===== src/rtl/reg_bank_arb_pkg.sv =====
// Shared definitions for the arbitrated register bank.
// Holds the bank geometry and the FSM state encoding used by reg_bank_arb.
package reg_bank_arb_pkg;

  localparam int unsigned NUM_REQ     = 2;
  localparam int unsigned NUM_ENTRIES = 4;
  localparam int unsigned DATA_W      = 8;
  localparam int unsigned ADDR_W      = $clog2(NUM_ENTRIES);

  typedef enum logic [1:0] {
    IDLE  = 2'd0,
    GRANT = 2'd1,
    CLEAR = 2'd2,
    DONE  = 2'd3
  } state_t;

endpackage


===== src/rtl/reg_bank_arb_reg8_clr.sv =====
// reg8_clr: one bank entry.
// Ports:
//   clk   - clock
//   rst_n - asynchronous active-low reset (entry -> 0)
//   clr   - synchronous clear, wins over we
//   we    - write enable, loads d
//   d     - write data
//   q     - stored value
module reg8_clr
  import reg_bank_arb_pkg::*;
(
  input  logic              clk,
  input  logic              rst_n,
  input  logic              clr,
  input  logic              we,
  input  logic [DATA_W-1:0] d,
  output logic [DATA_W-1:0] q
);

  always_ff @(posedge clk or negedge rst_n) begin
    if (!rst_n) begin
      q <= '0;
    end else if (clr) begin
      q <= '0;
    end else if (we) begin
      q <= d;
    end
  end

endmodule


===== src/rtl/reg_bank_arb.sv =====
// reg_bank_arb: 4 x 8 register bank written by two round-robin arbitrated
// requesters, with a sequential clear sweep.
// Ports:
//   clk          - clock
//   Re           - asynchronous active-low reset
//   req          - level write requests, one bit per requester
//   addr0/addr1  - target entry per requester
//   data0/data1  - write data per requester
//   clr_req      - bank clear request, honoured in IDLE only
//   rd_addr      - read address
//   gnt          - one-hot grant pulse; granted write commits at end of cycle
//   rd_data      - combinational read of the bank
//   busy         - high whenever the FSM is not in IDLE
//   clr_done     - one-cycle pulse when the clear sweep finishes
module reg_bank_arb
  import reg_bank_arb_pkg::*;
(
  input  logic               clk,
  input  logic               Re,
  input  logic [NUM_REQ-1:0] req,
  input  logic [ADDR_W-1:0]  addr0,
  input  logic [ADDR_W-1:0]  addr1,
  input  logic [DATA_W-1:0]  data0,
  input  logic [DATA_W-1:0]  data1,
  input  logic               clr_req,
  input  logic [ADDR_W-1:0]  rd_addr,
  output logic [NUM_REQ-1:0] gnt,
  output logic [DATA_W-1:0]  rd_data,
  output logic               busy,
  output logic               clr_done
);

  state_t               state, state_nxt;
  logic [NUM_REQ-1:0]   gnt_nxt;
  logic                 clr_done_nxt;
  logic [ADDR_W-1:0]    idx;
  logic                 last;

  logic [ADDR_W-1:0]    addr_w;
  logic [DATA_W-1:0]    data_w;
  logic [NUM_ENTRIES-1:0] wr_en;
  logic [NUM_ENTRIES-1:0] clr_en;
  logic [DATA_W-1:0]    bank_q [NUM_ENTRIES];

  always_comb begin
    state_nxt    = state;
    gnt_nxt      = '0;
    clr_done_nxt = 1'b0;
    case (state)
      IDLE: begin
        if (clr_req) begin
          state_nxt = CLEAR;
        end else if (req != '0) begin
          state_nxt = GRANT;
          // On a tie the requester not served last wins.
          if (req == 2'b11) gnt_nxt = last ? 2'b01 : 2'b10;
          else              gnt_nxt = req;
        end
      end
      GRANT: state_nxt = IDLE;
      CLEAR: begin
        if (idx == ADDR_W'(NUM_ENTRIES - 1)) begin
          state_nxt    = DONE;
          clr_done_nxt = 1'b1;
        end
      end
      DONE:    state_nxt = IDLE;
      default: state_nxt = IDLE;
    endcase
  end

  always_ff @(posedge clk or negedge Re) begin
    if (!Re) begin
      state    <= IDLE;
      gnt      <= '0;
      clr_done <= 1'b0;
      idx      <= '0;
      last     <= 1'b1;
    end else begin
      state    <= state_nxt;
      gnt      <= gnt_nxt;
      clr_done <= clr_done_nxt;
      if (state == IDLE && clr_req) idx <= '0;
      else if (state == CLEAR)      idx <= idx + 1'b1;
      if (state == GRANT)           last <= gnt[1];
    end
  end

  // The registered grant identifies the winner during GRANT, so no separate
  // winner register is kept; requesters hold addr/data until granted.
  assign addr_w = gnt[1] ? addr1 : addr0;
  assign data_w = gnt[1] ? data1 : data0;

  always_comb begin
    wr_en  = '0;
    clr_en = '0;
    for (int unsigned i = 0; i < NUM_ENTRIES; i++) begin
      wr_en[i]  = (state == GRANT) && (addr_w == ADDR_W'(i));
      clr_en[i] = (state == CLEAR) && (idx == ADDR_W'(i));
    end
  end

  for (genvar g = 0; g < NUM_ENTRIES; g++) begin : g_bank
    reg8_clr u_reg (
      .clk   (clk),
      .rst_n (Re),
      .clr   (clr_en[g]),
      .we    (wr_en[g]),
      .d     (data_w),
      .q     (bank_q[g])
    );
  end

  assign rd_data = bank_q[rd_addr];
  assign busy    = (state != IDLE);

endmodule


===== config.mk =====
export PLATFORM = sky130hd
export DESIGN_NAME = reg_bank_arb
export DESIGN_NICKNAME = d
export VERILOG_FILES = /design/src/rtl/reg_bank_arb_pkg.sv /design/src/rtl/reg_bank_arb_reg8_clr.sv /design/src/rtl/reg_bank_arb.sv
export SDC_FILE = /design/constraint.sdc
export NUM_CORES = 1
export LEC_CHECK = 0
export BUFFER_PORTS_ARGS = -buffer_cell sky130_fd_sc_hd__buf_2
export CAP_MARGIN = 20
export CELL_PAD_IN_SITES_DETAIL_PLACEMENT = 2
export CELL_PAD_IN_SITES_GLOBAL_PLACEMENT = 2
export CORE_MARGIN = 1.5
export CORE_UTILIZATION = 34
export CTS_BUF_LIST = sky130_fd_sc_hd__clkbuf_8
export DETAILED_ROUTE_END_ITERATION = 12
export GPL_TIMING_DRIVEN = 0
export PLACE_DENSITY = 0.81
export SLEW_MARGIN = 20
export SYNTH_ARGS = -nofsm -noshare
export SYNTH_HDL_FRONTEND = slang
export SYNTH_SLANG_ARGS = --single-unit
export TNS_END_PERCENT = 10

===== constraint.sdc =====
create_clock -name clk -period 1.4 [get_ports clk]
set_input_delay 0.07 -clock clk [delete_from_list [all_inputs] [get_ports clk]]
set_output_delay 0.07 -clock clk [all_outputs]
set_load 0.02 [all_outputs]

==> results.sh <==
export IMPL_status="finished with violations"
export IMPL_violations="setup timing"
export IMPL_cts_buffers=5
export IMPL_ant_nets=0
export IMPL_ys_warnings_count=0
export IMPL_slew_headroom_pct=36.4
export IMPL_hold_viol=0
export IMPL_wl_per_cell_um=22.1
export IMPL_cpMaxStageDelayCell="dfrtp_2"
export IMPL_start_util_pct=35.7
export IMPL_netlist_instances=162
export IMPL_p_clk_share_pct=17.7
export IMPL_first_pass_iters=4
export IMPL_die_area_sq_mm=0.00636
export IMPL_overflow=0
export IMPL_rows=27
export IMPL_die_h_um=79.8
export IMPL_cts_sinks=40
export IMPL_drv_cap=0
export IMPL_power_frac_seq_pct=40.9
export IMPL_syn_nets=193
export IMPL_groute_layer_met2_usage_pct=41.5
export IMPL_root_buffer="clkbuf_8"
export IMPL_finalSetupViolCount=37
export IMPL_port_buffers=36
export IMPL_die_w_um=79.8
export IMPL_p_per_area_mw_per_mm2=1740
export IMPL_peakVddDrop_uv=609
export IMPL_worst_ep_required_time_ps=1600
export IMPL_yosysSeqAreaShare_pct=50.0
export IMPL_nets=252
export IMPL_antenna_found_initial=0
export IMPL_slew_viol_final=0
export IMPL_drive_gt1_share_pct=36.9
export IMPL_cts_tree="built"
export IMPL_place_ws_ps=-400
export IMPL_switching_power_uw=1780
export IMPL_tightest_slew_ps=954
export IMPL_core_sq_mm=0.00561
export IMPL_routed_wl_um=6500
export IMPL_start_kind="flip-flop"
export IMPL_layout_setup_ws_ps=-157
export IMPL_synth_seq_cells=40
export IMPL_grt_pass1_wl_um=9560
export IMPL_gr_usage_met3_pct=3.89
export IMPL_endpoint_kind="flip-flop"
export IMPL_synth_top_area_share_pct=48.7
export IMPL_synth_cell_types=25
export IMPL_dp_hpwl_um=3660
export IMPL_final_cell_mix="38 x mux2i_1, 37 x buf_2, 37 x dfrtp_1"
export IMPL_yosysTopAreaCell="dfrtp_1"
export IMPL_first_iter_violations=51
export IMPL_netlist_area_sq_mm=0.00200
export IMPL_hp_class="in -> reg"
export IMPL_syn2layout_area_growth_pct=31.3
export IMPL_num_antenna_cells=0
export IMPL_grt_busiest_layer="met2"
export IMPL_worst_clock_skew_ps=8.07
export IMPL_fmax_mhz=642
export IMPL_syn_area_per_cell_sq_um=12.4
export IMPL_layout_commonest_cell="mux2i_1"
export IMPL_placed_cells=270
export IMPL_finalCritPeriodShare_pct=111
export IMPL_period_needed_ps=1560
export IMPL_combPwrFrac_pct=41.4
export IMPL_p_leak_uw=0.00129
export IMPL_p_sw_share_pct=38.9
export IMPL_routabilityCongestion=0.703
export IMPL_grt_usage_pct=21.0
export IMPL_drcViolationCount=0
export IMPL_grtUsageMet1_pct=23.0
export IMPL_vias=1526
export IMPL_path_max_fanout=5
export IMPL_rsz0062_at_grt="yes"
export IMPL_max_clock_path_buffers=2
export IMPL_first_global_vias=1789
export IMPL_clk_pin_slew_ps=80
export IMPL_grt_max_degree=41
export IMPL_p_int_uw=2800
export IMPL_viasPerCell=5.19
export IMPL_crit_type="reg -> reg"
export IMPL_cp_data_arrival_time_ps=1760
export IMPL_htreeDepth=2
export IMPL_layoutNonFillerInstCount=294
export IMPL_io_pin_count=39
export IMPL_max_stage_delay_ps=480
export IMPL_path_cells="buf_12 > mux2i_4 > nor3_4 > buf_6 > mux2i_1"
export IMPL_worstSkewPairLatency_ps=300
export IMPL_synth_area_leaders="dfrtp_1 49%, mux2i_1 21%, mux4_2 9.0%"
[metrics by stage]
step	hold slack [ps]	power, uW	cell area, sq um	setup TNS, ps	util (%)
after floorplan	-226	2850	2030	-3350	-
after global placement	257	3290	2300	-7820	41.0
after detailed placement	269	3410	2300	-8420	41.0
after CTS	21.2	4460	2590	-1410	46.3
after global routing	108	4840	2630	-3990	46.9
final	102	4580	2630	-2440	46.9
[kinds of logic after synthesis]
| group | count (synthesis) | synth area share [%] |
|---|---|---|
| fa+ha+maj | 4 | 2.50 |
| simple gates | 53 | 13.2 |
| flops | 40 | 50.0 |
| buf+inv | 9 | 1.94 |
| compound gates | 4 | 1.25 |
| mux | 52 | 31.0 |
[power groups by stage]
stage / Combinational (uW) / Sequential [uW] / Clock (uW)
2_1_floorplan: 1060 / 1790 / 0
6_report: 1890 / 1870 / 810
5_1_grt: 2040 / 1930 / 870
3_5_place_dp: 1540 / 1870 / 0
3_3_place_gp: 1450 / 1840 / 0
4_1_cts: 1790 / 1850 / 813
[layer usage]
metal	wire [um]	part of all wire, %
met1	2510	39
met2	3760	58
met3	153	2.4
met4	87	1.3
met5	0	0
[sequential cells by signal, summed over array words and instances (netlist names)]
register        count
g_bank.u_reg.q     32
idx                 2
gnt                 2
last                1
clr_done            1
state               2
[synth_stat cells]
master / count
a21oi_1: 1
dfrtp_1: 39
inv_1: 5
clkbuf_1: 1
ha_1: 4
or3_1: 1
nor3_1: 1
buf_4: 1
nand2_1: 36
nor2b_1: 1
nand3b_1: 4
mux4_2: 8
nor2_1: 3
mux2_2: 1
buf_2: 1
nor3_4: 2
nand3_2: 2
o21ai_0: 1
mux2i_1: 43
or2_2: 1
a2111oi_0: 1
nand2b_1: 2
dfstp_2: 1
o22ai_1: 1
buf_1: 1
[final cells by class]
cell class,instances,area (sq um)
fillers,583,2980
multi-input cells,113,1030
flip-flops and latches,40,1000
repair buffers,52,353
well taps,72,90.1
clock buffers,6,82.6
plain buffers,4,42.5
inverters,5,18.8
clock inverters,2,7.51
[critical path, delay by kind of cell (launching register included)]
kind | cells | cell delay, ps
flip-flops | 1 | 480
multiplexers | 2 | 450
buffers and inverters | 2 | 340
AND/OR/NAND/NOR | 1 | 180
[repair_timing]
| item | 4_1_cts | 5_1_grt |
|---|---|---|
| hold buffers | 3 | 0 |
| hold endpoints to repair | 41 | 0 |
| resized for setup | 12 | 6 |
| pin swaps | 6 | 3 |
| endpoints found under the setup margin | 38 | 42 |
| buffers inserted | 11 | 2 |
[final timing paths]
| kind | startpoint | to | slack [ps] | cells after the start |
|---|---|---|---|---|
| min reg2reg | last$_DFFE_PN1P_ | last$_DFFE_PN1P_ | 520 | 2 |
| max in group asynchronous | Re | state[0]$_DFFE_PN0P_ | 290 | 2 |
| max | gnt[1]$_DFF_PN0_ | g_bank[3].u_reg.q[5]$_DFFE_PN0P_ | -160 | 5 |
| max reg2reg | gnt[1]$_DFF_PN0_ | g_bank[3].u_reg.q[5]$_DFFE_PN0P_ | -160 | 5 |
| min in group asynchronous | Re | gnt[0]$_DFF_PN0_ | 450 | 2 |
| min | req[1] | gnt[1]$_DFF_PN0_ | 100 | 3 |
(Power assumes the default switching activity.)
